--- config.mk ---
export PLATFORM = sky130hd
export DESIGN_NAME = fifo_rd_stream_flat
export DESIGN_NICKNAME = d
export VERILOG_FILES = /design/src/rtl/fifo_pkg.sv /design/src/rtl/fifo_rd_stream_if.sv /design/src/rtl/fifo_rd_skid.sv /design/src/rtl/fifo_rd_stream.sv /design/src/flat_wrapper.sv
export SDC_FILE = /design/constraint.sdc
export NUM_CORES = 1
export LEC_CHECK = 0
export ABC_CLOCK_PERIOD_IN_PS = 2000
export CAP_MARGIN = 5
export CORE_ASPECT_RATIO = 1.1
export CORE_UTILIZATION = 53
export CTS_BUF_LIST = sky130_fd_sc_hd__clkbuf_4 sky130_fd_sc_hd__clkbuf_8 sky130_fd_sc_hd__clkbuf_16
export CTS_CLUSTER_SIZE = 10
export DETAILED_ROUTE_END_ITERATION = 6
export HOLD_SLACK_MARGIN = 0.02
export PLACE_DENSITY = 0.76
export SLEW_MARGIN = 20
export SYNTH_ARGS = -nofsm -noshare
export SYNTH_HDL_FRONTEND = slang
export SYNTH_SLANG_ARGS = --single-unit
--- constraint.sdc ---
create_clock -name rd_clk -period 2 [get_ports rd_clk]
set_input_delay 0.2 -clock rd_clk [delete_from_list [all_inputs] [get_ports rd_clk]]
set_output_delay 0.2 -clock rd_clk [all_outputs]
set_load 0.01 [all_outputs]
--- src/rtl/fifo_pkg.sv ---
// Shared definitions for the 8-bit gray-pointer async FIFO and its read-side consumers.
package fifo_pkg;

  localparam int FIFO_DW       = 8;
  localparam int FRAME_LEN_DEF = 16;
  localparam int CNT_W_DEF     = 16;
  localparam int BUF_DEPTH_DEF = 2;
  // Frame position counter width; covers the full legal FRAME_LEN range.
  localparam int IDX_W         = 16;

  typedef logic [FIFO_DW-1:0] byte_t;

  function automatic logic is_pow2(input int value);
    return (value > 0) && ((value & (value - 1)) == 0);
  endfunction

endpackage

--- src/rtl/fifo_rd_stream_if.sv ---
// FIFO pop side plus valid/ready byte stream of the read-side consumer.
interface fifo_rd_stream_if
  import fifo_pkg::*;
#(
  parameter int DW = FIFO_DW
);

  logic          fifo_rd_en;
  logic          fifo_empty;
  logic [DW-1:0] fifo_rd_data;

  logic          m_valid;
  logic          m_ready;
  logic [DW-1:0] m_data;
  logic          m_last;

  // master: the consumer block; slave: FIFO plus downstream sink.
  modport master (
    output fifo_rd_en,
    input  fifo_empty,
    input  fifo_rd_data,
    output m_valid,
    input  m_ready,
    output m_data,
    output m_last
  );

  modport slave (
    input  fifo_rd_en,
    output fifo_empty,
    output fifo_rd_data,
    input  m_valid,
    output m_ready,
    input  m_data,
    input  m_last
  );

endinterface

--- src/rtl/fifo_rd_skid.sv ---
// Small circular output buffer: push from the FIFO read data, pop on stream handshake.
module fifo_rd_skid
  import fifo_pkg::*;
#(
  parameter  int DW    = FIFO_DW,
  parameter  int DEPTH = BUF_DEPTH_DEF,
  localparam int AW    = $clog2(DEPTH),
  localparam int OW    = AW + 1
) (
  input  logic          clk,
  input  logic          rst_n,
  input  logic          push,
  input  logic [DW-1:0] push_data,
  input  logic          pop,
  output logic [OW-1:0] occ,
  output logic          head_valid,
  output logic [DW-1:0] head_data
);

  logic [DW-1:0] r_mem [DEPTH];
  logic [AW-1:0] r_wr_idx;
  logic [AW-1:0] r_rd_idx;
  logic [OW-1:0] r_occ;

  // NOTE: state registers use non-blocking assignments so every flop samples
  // pre-edge values regardless of statement order inside the block.
  always_ff @(posedge clk or negedge rst_n) begin
    if (!rst_n) begin
      r_wr_idx <= '0;
      r_rd_idx <= '0;
      r_occ    <= '0;
      // NOTE: the storage is cleared only because it is tiny and the head entry
      // is the visible m_data; a deep buffer would leave its array unreset.
      for (int i = 0; i < DEPTH; i++) begin
        r_mem[i] <= '0;
      end
    end else begin
      if (push) begin
        r_mem[r_wr_idx] <= push_data;
        r_wr_idx        <= r_wr_idx + 1'b1;
      end
      if (pop) begin
        r_rd_idx <= r_rd_idx + 1'b1;
      end
      case ({push, pop})
        2'b10:   r_occ <= r_occ + 1'b1;
        2'b01:   r_occ <= r_occ - 1'b1;
        default: r_occ <= r_occ;
      endcase
    end
  end

  assign occ        = r_occ;
  assign head_valid = (r_occ != '0);
  assign head_data  = r_mem[r_rd_idx];

  a_occ_bound : assert property (@(posedge clk) disable iff (!rst_n)
    r_occ <= OW'(DEPTH));

  a_no_overflow : assert property (@(posedge clk) disable iff (!rst_n)
    !(push && !pop && (r_occ == OW'(DEPTH))));

  a_no_underflow : assert property (@(posedge clk) disable iff (!rst_n)
    !(pop && (r_occ == '0)));

endmodule

--- src/rtl/fifo_rd_stream.sv ---
// Read-domain consumer: turns the FIFO pop interface into a framed valid/ready byte stream.
module fifo_rd_stream
  import fifo_pkg::*;
#(
  parameter int DW        = FIFO_DW,
  parameter int BUF_DEPTH = BUF_DEPTH_DEF,
  parameter int FRAME_LEN = FRAME_LEN_DEF,
  parameter int CNT_W     = CNT_W_DEF
) (
  input  logic             rd_clk,
  input  logic             rd_rst_n,
  input  logic             enable,
  fifo_rd_stream_if.master bus,
  output logic [CNT_W-1:0] frame_cnt,
  output logic             busy
);

  localparam int OW = $clog2(BUF_DEPTH) + 1;
  localparam int SW = OW + 1;

  if (BUF_DEPTH < 2 || !is_pow2(BUF_DEPTH)) begin : g_bad_depth
    $error("fifo_rd_stream: BUF_DEPTH must be a power of two and at least 2");
  end
  if (FRAME_LEN < 1 || FRAME_LEN > 65535) begin : g_bad_frame
    $error("fifo_rd_stream: FRAME_LEN must lie in 1..65535");
  end

  logic [OW-1:0]    w_occ;
  logic             w_head_valid;
  logic [DW-1:0]    w_head_data;
  logic             w_hs;
  logic             w_last_pos;
  logic             w_rd_en;
  logic [SW-1:0]    w_committed;
  logic [SW-1:0]    w_limit;

  logic             r_pop_d1;
  logic [IDX_W-1:0] r_byte_idx;
  logic [CNT_W-1:0] r_frame_cnt;

  // Pop control: count buffered plus in-flight bytes against the space that
  // will exist after this cycle's handshake, so a full buffer under steady
  // acceptance still pops every cycle.
  always_comb begin
    // NOTE: every always_comb output gets a value before any condition, so
    // no path can leave one unassigned and infer a latch.
    w_hs        = 1'b0;
    w_committed = '0;
    w_limit     = '0;
    w_rd_en     = 1'b0;

    w_hs        = w_head_valid & bus.m_ready;
    w_committed = SW'(w_occ) + SW'(r_pop_d1);
    w_limit     = SW'(BUF_DEPTH) + SW'(w_hs);
    w_rd_en     = rd_rst_n & enable & ~bus.fifo_empty & (w_committed < w_limit);
  end

  assign w_last_pos = (r_byte_idx == IDX_W'(FRAME_LEN - 1));

  always_ff @(posedge rd_clk or negedge rd_rst_n) begin
    if (!rd_rst_n) begin
      r_pop_d1    <= 1'b0;
      r_byte_idx  <= '0;
      r_frame_cnt <= '0;
    end else begin
      r_pop_d1 <= w_rd_en;
      if (w_hs) begin
        if (w_last_pos) begin
          r_byte_idx  <= '0;
          r_frame_cnt <= r_frame_cnt + 1'b1;
        end else begin
          r_byte_idx  <= r_byte_idx + 1'b1;
        end
      end
    end
  end

  // The FIFO registers its read data, so the byte popped last cycle lands now.
  fifo_rd_skid #(
    .DW    (DW),
    .DEPTH (BUF_DEPTH)
  ) u_skid (
    .clk        (rd_clk),
    .rst_n      (rd_rst_n),
    .push       (r_pop_d1),
    .push_data  (bus.fifo_rd_data),
    .pop        (w_hs),
    .occ        (w_occ),
    .head_valid (w_head_valid),
    .head_data  (w_head_data)
  );

  assign bus.fifo_rd_en = w_rd_en;
  assign bus.m_valid    = w_head_valid;
  assign bus.m_data     = w_head_data;
  assign bus.m_last     = w_head_valid & w_last_pos;
  assign frame_cnt      = r_frame_cnt;
  assign busy           = (w_occ != '0) | r_pop_d1;

  a_hold_under_stall : assert property (@(posedge rd_clk) disable iff (!rd_rst_n)
    (bus.m_valid && !bus.m_ready) |=>
      (bus.m_valid && $stable(bus.m_data) && $stable(bus.m_last)));

endmodule

--- src/flat_wrapper.sv ---
// flat-port wrapper written by rule: the top's interface ports become plain ports
module fifo_rd_stream_flat import fifo_pkg::*;
#(
  parameter int DW        = FIFO_DW,
  parameter int BUF_DEPTH = BUF_DEPTH_DEF,
  parameter int FRAME_LEN = FRAME_LEN_DEF,
  parameter int CNT_W     = CNT_W_DEF
)
  (rd_clk, rd_rst_n, enable, frame_cnt, busy, bus_fifo_rd_en, bus_fifo_empty, bus_fifo_rd_data, bus_m_valid, bus_m_ready, bus_m_data, bus_m_last);
  fifo_rd_stream_if #(.DW(DW)) bus_i ();
  input  logic rd_clk;
  input  logic rd_rst_n;
  input  logic enable;
  output logic [CNT_W-1:0] frame_cnt;
  output logic busy;
  output wire logic [$bits(bus_i.fifo_rd_en)-1:0] bus_fifo_rd_en;
  input wire logic [$bits(bus_i.fifo_empty)-1:0] bus_fifo_empty;
  input wire logic [$bits(bus_i.fifo_rd_data)-1:0] bus_fifo_rd_data;
  output wire logic [$bits(bus_i.m_valid)-1:0] bus_m_valid;
  input wire logic [$bits(bus_i.m_ready)-1:0] bus_m_ready;
  output wire logic [$bits(bus_i.m_data)-1:0] bus_m_data;
  output wire logic [$bits(bus_i.m_last)-1:0] bus_m_last;
  assign bus_fifo_rd_en = bus_i.fifo_rd_en;
  assign bus_i.fifo_empty = bus_fifo_empty;
  assign bus_i.fifo_rd_data = bus_fifo_rd_data;
  assign bus_m_valid = bus_i.m_valid;
  assign bus_i.m_ready = bus_m_ready;
  assign bus_m_data = bus_i.m_data;
  assign bus_m_last = bus_i.m_last;
  fifo_rd_stream #(.DW(DW), .BUF_DEPTH(BUF_DEPTH), .FRAME_LEN(FRAME_LEN), .CNT_W(CNT_W)) u_core (.rd_clk(rd_clk), .rd_rst_n(rd_rst_n), .enable(enable), .bus(bus_i), .frame_cnt(frame_cnt), .busy(busy));
endmodule
# After elaboration in Yosys (flattened, before gate mapping)

Cells that the tools add are included.

Logic and storage cells: 44
Input port bits: 13
Register bits: 53

Bitwise logic cells: 9
Reductions and logical operators: 4
Mux-type cells: 8
Add/sub/neg operators: 8
Equal/unequal tests: 3
Magnitude comparators: 4

Operators with widths:

| kind                                                                          | count |
|---|---|
| 16-bit by 1-bit adder with 16-bit output (second input constant)              | 2 |
| 8-bit two-way mux                                                             | 4 |
| 16-bit bitwise mux                                                            | 1 |
| 16-bit by 4-bit equality test with 1-bit output (second input constant)       | 1 |
| 16-bit two-way mux                                                            | 1 |
| 8-bit demux with 1-bit select                                                 | 1 |
| 1-bit bitwise AND                                                             | 5 |
| 2-bit >= comparator (second input constant)                                   | 2 |
| 1-bit NOT with 2-bit output                                                   | 2 |
| 2-bit one-hot mux with 2 select lines                                         | 1 |
| 2-bit nonzero test                                                            | 2 |
| 2-bit by 1-bit adder with 3-bit output                                        | 1 |
| 2-bit by 1-bit adder with 3-bit output (first input constant)                 | 1 |
| 3-bit less-than comparator                                                    | 1 |
| 1-bit adder (second input constant)                                           | 2 |
| 2-bit by 1-bit adder with 2-bit output (second input constant)                | 1 |
| 2-bit by 1-bit equality test with 1-bit output (second input constant)        | 1 |
| 2-bit equality test (second input constant)                                   | 1 |
| 2-bit by 1-bit less-than comparator with 1-bit output (second input constant) | 1 |
| 2-bit AND reduction                                                           | 1 |
| 2-bit by 1-bit subtractor with 2-bit output (second input constant)           | 1 |
| 1-bit logical AND                                                             | 1 |
| 1-bit NOT                                                                     | 1 |
| 1-bit bitwise OR                                                              | 1 |

# Longest topological paths before layout

Word-level depth: 6
Mapped depth: 7
Gate-level depth less buffers: 6

# Modules after synthesis

From an unflattened synthesis, not the netlist that was laid out.

Cell total of the unflattened synthesis: 208
Area, all modules: 2479.9 µm²

Modules (own cells, without submodules):

| module         | instances | sequential area each (µm²) | area each (µm²) | cells each |
|---|---|---|---|---|
| fifo_rd_stream | 1         | 825.8                      | 1616.6          | 152 |
| fifo_rd_skid   | 1         | 500.5                      | 863.3           | 56 |

# Worst setup path after synthesis

No wires, ideal clock.

Kind: register to output
From: reg u_core.u_skid.r_occ[0], in the netlist u_core.u_skid.occ[0]
To: out bus_fifo_rd_en
Slack: 0.337 ns
Stages on the path, launching flop included: 5
Arrival time: 1.463 ns
Data required time: 1.800 ns
Path buffers: 0
Cell sequence: dfrtp_1 -> ha_1 -> ha_1 -> o21ai_0 -> nor4b_1

Cells in the longest elaborated chain, start to end: 5

Ends and longest elaborated chain:

| item                                   | line                 | source |
|---|---|---|
| start, declared                        | fifo_rd_skid.sv:23   | `logic [OW-1:0] r_occ;` |
| start signal, assigned                 | fifo_rd_skid.sv:46   | `2'b10: r_occ <= r_occ + 1'b1;` |
| start signal, assigned                 | fifo_rd_skid.sv:47   | `2'b01: r_occ <= r_occ - 1'b1;` |
| start signal, assigned                 | fifo_rd_skid.sv:48   | `default: r_occ <= r_occ;` |
| 2-bit nonzero test                     | fifo_rd_skid.sv:54   | `assign head_valid = (r_occ != '0);` |
| 1-bit bitwise AND                      | fifo_rd_stream.sv:52 | `w_hs = w_head_valid & bus.m_ready;` |
| 2-bit by 1-bit adder with 3-bit output | fifo_rd_stream.sv:54 | `w_limit = SW'(BUF_DEPTH) + SW'(w_hs);` |
| 3-bit less-than comparator *           | fifo_rd_stream.sv:55 | `w_rd_en = rd_rst_n & enable & ~bus.fifo_empty & (w_committed < w_limit);` |
| 1-bit bitwise AND *                    | fifo_rd_stream.sv:55 |  |
| end, declared                          | flat_wrapper.sv:16   | `output wire logic [$bits(bus_i.fifo_rd_en)-1:0] bus_fifo_rd_en;` |

Mark *: on every way between the ends. The rest lies on a longest branch, timed or not.

# Worst setup path in the final report

Same ends and word-level chain as after synthesis.

==> flow_summary.toml <==
[grt]
busiest_layer = "met2"
antenna_found_initial = 0
use_met2_pct = 34.0
grt_remaining_overflow = 0
grt_pass1_wl_um = 7560
grt_max_degree = 54
grtUsageTotal_pct = 20.4
met1_usage_pct = 26.8
grt_pass1_vias = 1733
use_met3_pct = 3.42

[drt]
viasPerCell = 5.45
wl_per_cell_um = 14.5
vias = 1743
drc = 0
firstDrtPassIters = 4
antenna_left = 0
dr.first_iter.drc_count = 88
wl_um = 4620

[timing]
hold_slack_ns = 0.00646
fin_skew_ns = 0.0107
relSlewSlack_pct = 57.2
grt_setup_unrepaired = "false"
min_period_over_period_pct = 93.6
worstMarginPinSlew_ns = 0.643
final-setup-viol-count = 0
setup_slack_ns = 0.127
min_period_ns = 1.87
hold_violations = 0
drv_slew = 0
max_freq_mhz = 534

[die]
die_x_um = 67.3
coreArea_um2 = 4410
die_h_um = 73.9
die_area_um2 = 4970
placementRows = 25
io_pins = 41
start_util_pct = 56.4

[worst_setup_path]
cp_slowest_cell = "dfrtp_1"
cpMostUsedCell = "ha_1"
cp-start-kind = "flip-flop"
crit_type = "flip-flop to output pin"
worstPathCellList = "ha_1 > ha_1 > o21ai_0 > nor4b_4 > buf_2"
crit_fanout = 2
crit_required_ns = 1.80
worst_setup_path_end_kind = "output pin"
slowest_delay_ns = 0.40
cp.arrival_ns = 1.67

[synthesis]
syn_area_per_cell_um2 = 12.1
synth_cells = 206
ys_seq_area_share_pct = 53.3
synth_cell_type_count = 25
yosysWarnings = 0
ys_seq_elements = 53
synth_nets = 224
netlist_area_um2 = 2490

[worst_hold_path]
hold_path_class = "primary input to asynchronous set/reset pin"

[cells_and_area]
fillCellCount = 331
layout-drive-gt1-share_pct = 23.3
regArea_um2 = 1330
multiInputGateArea_um2 = 1120
syn2layout_area_growth_pct = 26.7
antenna_cells = 0
design_area_um2 = 3150
nets = 283

[cts]
htree_levels = 2
hold_buffers = 0
cts-root-buf = "clkbuf_8"
cts_buffers = 5
cts_tree = "yes"
clock_path_buffers = 2
clock_latency_ns = 0.30
clk_pin_slew_ns = 0.10
clkSinkCount = 53

[power]
p_leak_uw = 0.00145
p_per_area_nw_per_um2 = 1070
finalPower_uw = 3360
sw_frac_of_total_pct = 29.7
clkPwrFrac_pct = 18.5
p_int_uw = 2360
ir_worst_vdd_v = 0.000597
power.switching_uw = 998
seq_power_share_pct = 46.0
pwr-share-comb_pct = 35.5

[placed_design]
pre_cts_ws_ns = -0.0686
port_buffers = 40
hpwl_um = 3180
dpl-instance-area_um2 = 3030
gp_congestion = 0.778

[run]
drv_cap = 0

[run_status]
status = "finished, final reports clean"
[cells by family after synthesis]
kind of cell	Yosys count	share of synthesized area (%)
AOI/OAI and AO/OA	9	2.31
muxes	25	11.3
and+or+nand+nor	71	16.7
xor gates and xnor gates	32	11.3
buffers and inverters	11	2.62
adders and majority gates	5	2.52
DFF	53	53.3
[what timing repair did]
action / 4_1_cts / 5_1_grt
gates resized for setup: 7 / 2
setup endpoints to repair: 2 / 9
cloned: 0 / 0
setup buffers: 0 / 1
[cells in the final DEF (no fill, tap or decap)]
| cell type | n |
|---|---|
| buf_2 | 2 |
| buf_4 | 18 |
| and4_1 | 3 |
| and3_1 | 4 |
| nor2_1 | 7 |
| mux2_2 | 25 |
| nor4_1 | 5 |
| nor3_1 | 8 |
| xor2_1 | 19 |
| nand3_1 | 10 |
| nor4_4 | 1 |
| or2_1 | 1 |
| nor4b_4 | 1 |
| clkbuf_8 | 6 |
| a31oi_1 | 1 |
| nor4_2 | 5 |
| clkdlybuf4s50_1 | 37 |
| inv_1 | 5 |
| nand2_1 | 16 |
| ha_1 | 5 |
| o21ai_0 | 7 |
| and2_1 | 1 |
| clkinv_2 | 1 |
| dfrtp_2 | 1 |
| nand4_1 | 9 |
| xnor2_1 | 13 |
| clkinv_4 | 1 |
| dfrtp_1 | 52 |
| dlygate4sd2_1 | 1 |
| o21ai_4 | 1 |
[power by group through the flow]
stage                     combinational, uW  clock, uW  sequential, uW
after detailed placement               1190          0            1560
final                                  1190        622            1540
after global routing                   1300        689            1580
after global placement                 1170          0            1540
after floorplan                         670          0            1520
after CTS                              1210        644            1540
[per-stage QoR]
stage	TNS [ns]	std cells	util (%)
final	0	320	71.5
after global routing	0	320	71.5
after floorplan	0	206	-
after detailed placement	-0.0928	311	68.7
after CTS	0	319	71.4
after global placement	-0.00581	311	68.7
[sequential cells by signal, summed over array words and instances (netlist names)]
name / flops
u_core.u_skid.r_rd_idx: 1
u_core.u_skid.r_wr_idx: 1
u_core.r_byte_idx: 16
u_core.r_pop_d1: 1
u_core.u_skid.occ: 2
u_core.u_skid.r_mem: 16
u_core.frame_cnt: 16
[routing by layer]
| layer | share of wire [%] | up-vias | wire length [um] |
|---|---|---|---|
| li1 | - | 846 | - |
| met3 | 4.7 | 5 | 218 |
| met5 | 0 | - | 0 |
| met1 | 46 | 850 | 2130 |
| met2 | 48 | 42 | 2230 |
| met4 | 0.99 | 0 | 46 |
[critical path, delay by kind of cell, from the launching register on]
kind                       cells  cell delay [ns]
buffers and inverters          1             0.18
DFF                            1             0.40
adders and majority gates      2             0.47
and+or+nand+nor                1             0.24
AOI/OAI and AO/OA              1             0.08
[area by class of cell]
| class | count | share of cell area (%) |
|---|---|---|
| multi-input combinational | 142 | 35.5 |
| tap | 54 | 2.14 |
| clock inverter | 2 | 0.437 |
| timing repair buffer | 58 | 16.6 |
| inverter | 5 | 0.595 |
| clock buffer | 6 | 2.62 |
| sequential | 53 | 42.1 |
[synthesized netlist by cell type]
cell type / number / share of area (%)
dfrtp_1: 53 / 53
mux2_2: 25 / 11
xor2_1: 19 / 6.7
nand2_1: 16 / 2.4
xnor2_1: 13 / 4.6
nand3_1: 10 / 2.0
nand4_1: 9 / 2.3
nor3_1: 8 / 1.6
nor2_1: 7 / 1.1
o21ai_0: 7 / 1.4
nor4_1: 6 / 1.5
ha_1: 5 / 2.5
inv_1: 5 / 0.75
and3_1: 4 / 1.0
nor4_2: 4 / 2.0
and4_1: 3 / 1.1
buf_6: 3 / 1.4
clkbuf_1: 2 / 0.30
a31oi_1: 1 / 0.25
and2_1: 1 / 0.25
buf_2: 1 / 0.20
nor4_4: 1 / 0.86
nor4b_1: 1 / 0.35
o21ai_4: 1 / 0.65
or2_1: 1 / 0.25
[path summary, 6_finish.rpt]
path / start / endpoint / slack (ns) / depth (start not counted)
setup / recovery: u_core.u_skid.occ[0] / bus_fifo_rd_en / 0.13 / 5
hold / removal: rd_rst_n / u_core.u_skid.occ[0] / 0.006 / 2
setup reg to reg: u_core.u_skid.occ[0] / u_core.frame_cnt[5] / 0.18 / 7
hold reg to reg: u_core.frame_cnt[15] / u_core.frame_cnt[15] / 0.48 / 1
max in group asynchronous: rd_rst_n / u_core.u_skid.r_rd_idx / 1.53 / 2
min in group rd_clk: rd_rst_n / u_core.r_pop_d1 / 0.44 / 5
Note: power is estimated with default switching activity, not from simulation.
==> patch: new RTL, config.mk and constraints unchanged <==
`BUF_DEPTH_DEF`: 2 -> 4.
--- a/src/rtl/fifo_pkg.sv
+++ b/src/rtl/fifo_pkg.sv
@@ -4,7 +4,7 @@
   localparam int FIFO_DW       = 8;
   localparam int FRAME_LEN_DEF = 16;
   localparam int CNT_W_DEF     = 16;
-  localparam int BUF_DEPTH_DEF = 2;
+  localparam int BUF_DEPTH_DEF = 4;
   // Frame position counter width; covers the full legal FRAME_LEN range.
   localparam int IDX_W         = 16;
 
Check against the original RTL: not equivalent (a bounded check fails within 4 cycles, from zero or initial values and one cycle with rd_rst_n low).
==> patch against the original RTL <==
Clock power up 110%; cell area up 37%; count of clock-buffer cells in the layout up 7; the flow now finishes with violations (setup timing); sequential power up 49%; worst setup slack worse by 160 ps; area after synthesis up 38%; critical path depth unchanged; total power up 67%; wire length up 42%; critical endpoint unchanged; synthesized cell count up 28%; sequential cell count up 19; register-to-register slack worse by 80 ps.
==> patch: results (changes against the original RTL) <==
{| class="wikitable"
! Metric !! Value
|-
| Leak pwr || 0.00195 uW (+34%)
|-
| Length in cells of the worst reg-to-reg path || 10 (+3)
|-
| Non-clock inverter count in the final layout || 11 (+6)
|-
| Data arrival time of the critical path || 1830 ps (+160 ps)
|-
| Post-synthesis share of cell area spent on full adders, half adders and majority gates || 3.86% (+1.3 points)
|-
| Resized cells post-CTS || 15 (+8)
|-
| DR vias || 2,198 (+26%)
|-
| First-pass GRT wire length || 11,300 um (+49%)
|-
| Last weighted congestion value of the routability-driven placer || 0.732 (-6.0%)
|-
| Number of cell rows || 30 (+20%)
|-
| Number of buffers inserted by post-CTS setup repair || 1 (+1)
|-
| Post-synthesis instance total || 264 (+28%)
|-
| Number of filler cells placed in the layout || 473 (+43%)
|-
| Portion of the post-synthesis area used by sequential elements || 52.4% (-0.90 points)
|-
| RR Endpoint || u_core.u_skid.occ[2]
|-
| Final WS setup || -34.8 ps (-162 ps)
|-
| Proportion of synthesized area in mux cells || 16.1% (+4.7 points)
|-
| Violated checks || setup timing
|-
| Mapped Nets || 287 (+28%)
|-
| Reported clock group power || 1280 uW (+110%)
|-
| Post-route total power || 5610 uW (+67%)
|-
| Multi-Input Combinational || 174 (+23%)
|-
| Final-report setup violation count || 1 (+1)
|-
| Number of global-route vias before repair || 2,437 (+41%)
|-
| Multi-input gate share of the layout cell area || 37.0% (+1.6 points)
|-
| Post-synth top cells || 72 x sky130_fd_sc_hd__dfrtp_1, 32 x sky130_fd_sc_hd__mux2_2, 25 x sky130_fd_sc_hd__nand2_1
|-
| Count of unique library cells instantiated by Yosys || 33 (+32%)
|-
| Fin Clk Skew || 6.37 ps (-4.31 ps)
|-
| Top cells by area, synth || sky130_fd_sc_hd__dfrtp_1 52%, sky130_fd_sc_hd__mux2_2 10%, sky130_fd_sc_hd__xor2_1 5.4%
|-
| Iteration-0 DRC Markers || 87 (-1.1%)
|-
| Area fraction in compound gates after synthesis || 1.24% (-1.1 points)
|-
| Clock network contribution to total cell area || 5.21% (+2.2 points)
|-
| Signal buffers share of area || 12.8% (-3.9 points)
|-
| Outcome || finished, violations left
|-
| Post-detailed-placement cell area || 4030 um^2 (+33%)
|-
| Fraction of synthesized cell area in xor and xnor cells || 8.66% (-2.6 points)
|-
| Timing startpoint of the critical path || u_core.r_pop_d1
|-
| Sw power || 1720 uW (+72%)
|-
| Estimated wirelength of the detail-placed design || 4500 um (+41%)
|-
| Pin count of the biggest net entering global routing || 73 (+35%)
|-
| Count of placed standard cells including taps || 394 (+27%)
|-
| Global-route usage over all layers || 21.9% (+1.5 points)
|-
| Sequential logic power || 2300 uW (+49%)
|}
patch: cell count changes after synthesis, sizes merged, moves of 4 or more:
| cell | unedited run | this run |
|---|---|---|
| ha | 5 | 9 |
| nand3 | 10 | 15 |
| o21ai | 8 | 4 |
| mux4 | 0 | 8 |
| mux2 | 25 | 33 |
| inv | 5 | 11 |
| nand2 | 16 | 25 |
| dfrtp | 53 | 72 |
patch: metal layers:
metal | track usage, % | part of all wire (%) | vias to the layer above
met5 | 0 | 0 | -
met4 | 11.8 | 2.0 | 0
li1 | - | - | 1065
met3 | 3.16 | 2.6 | 13
met1 | 28.0 | 44 | 1078
met2 | 36.1 | 51 | 42
patch: metrics by stage:
step	hold WS (ps)	setup slack, ps	setup TNS (ps)
floorplan	-95.6	198	0
global placement	456	-123	-123
detailed placement	458	-180	-180
CTS	182	-223	-223
global route	241	-60.5	-65.1
finish	165	-34.8	-34.8
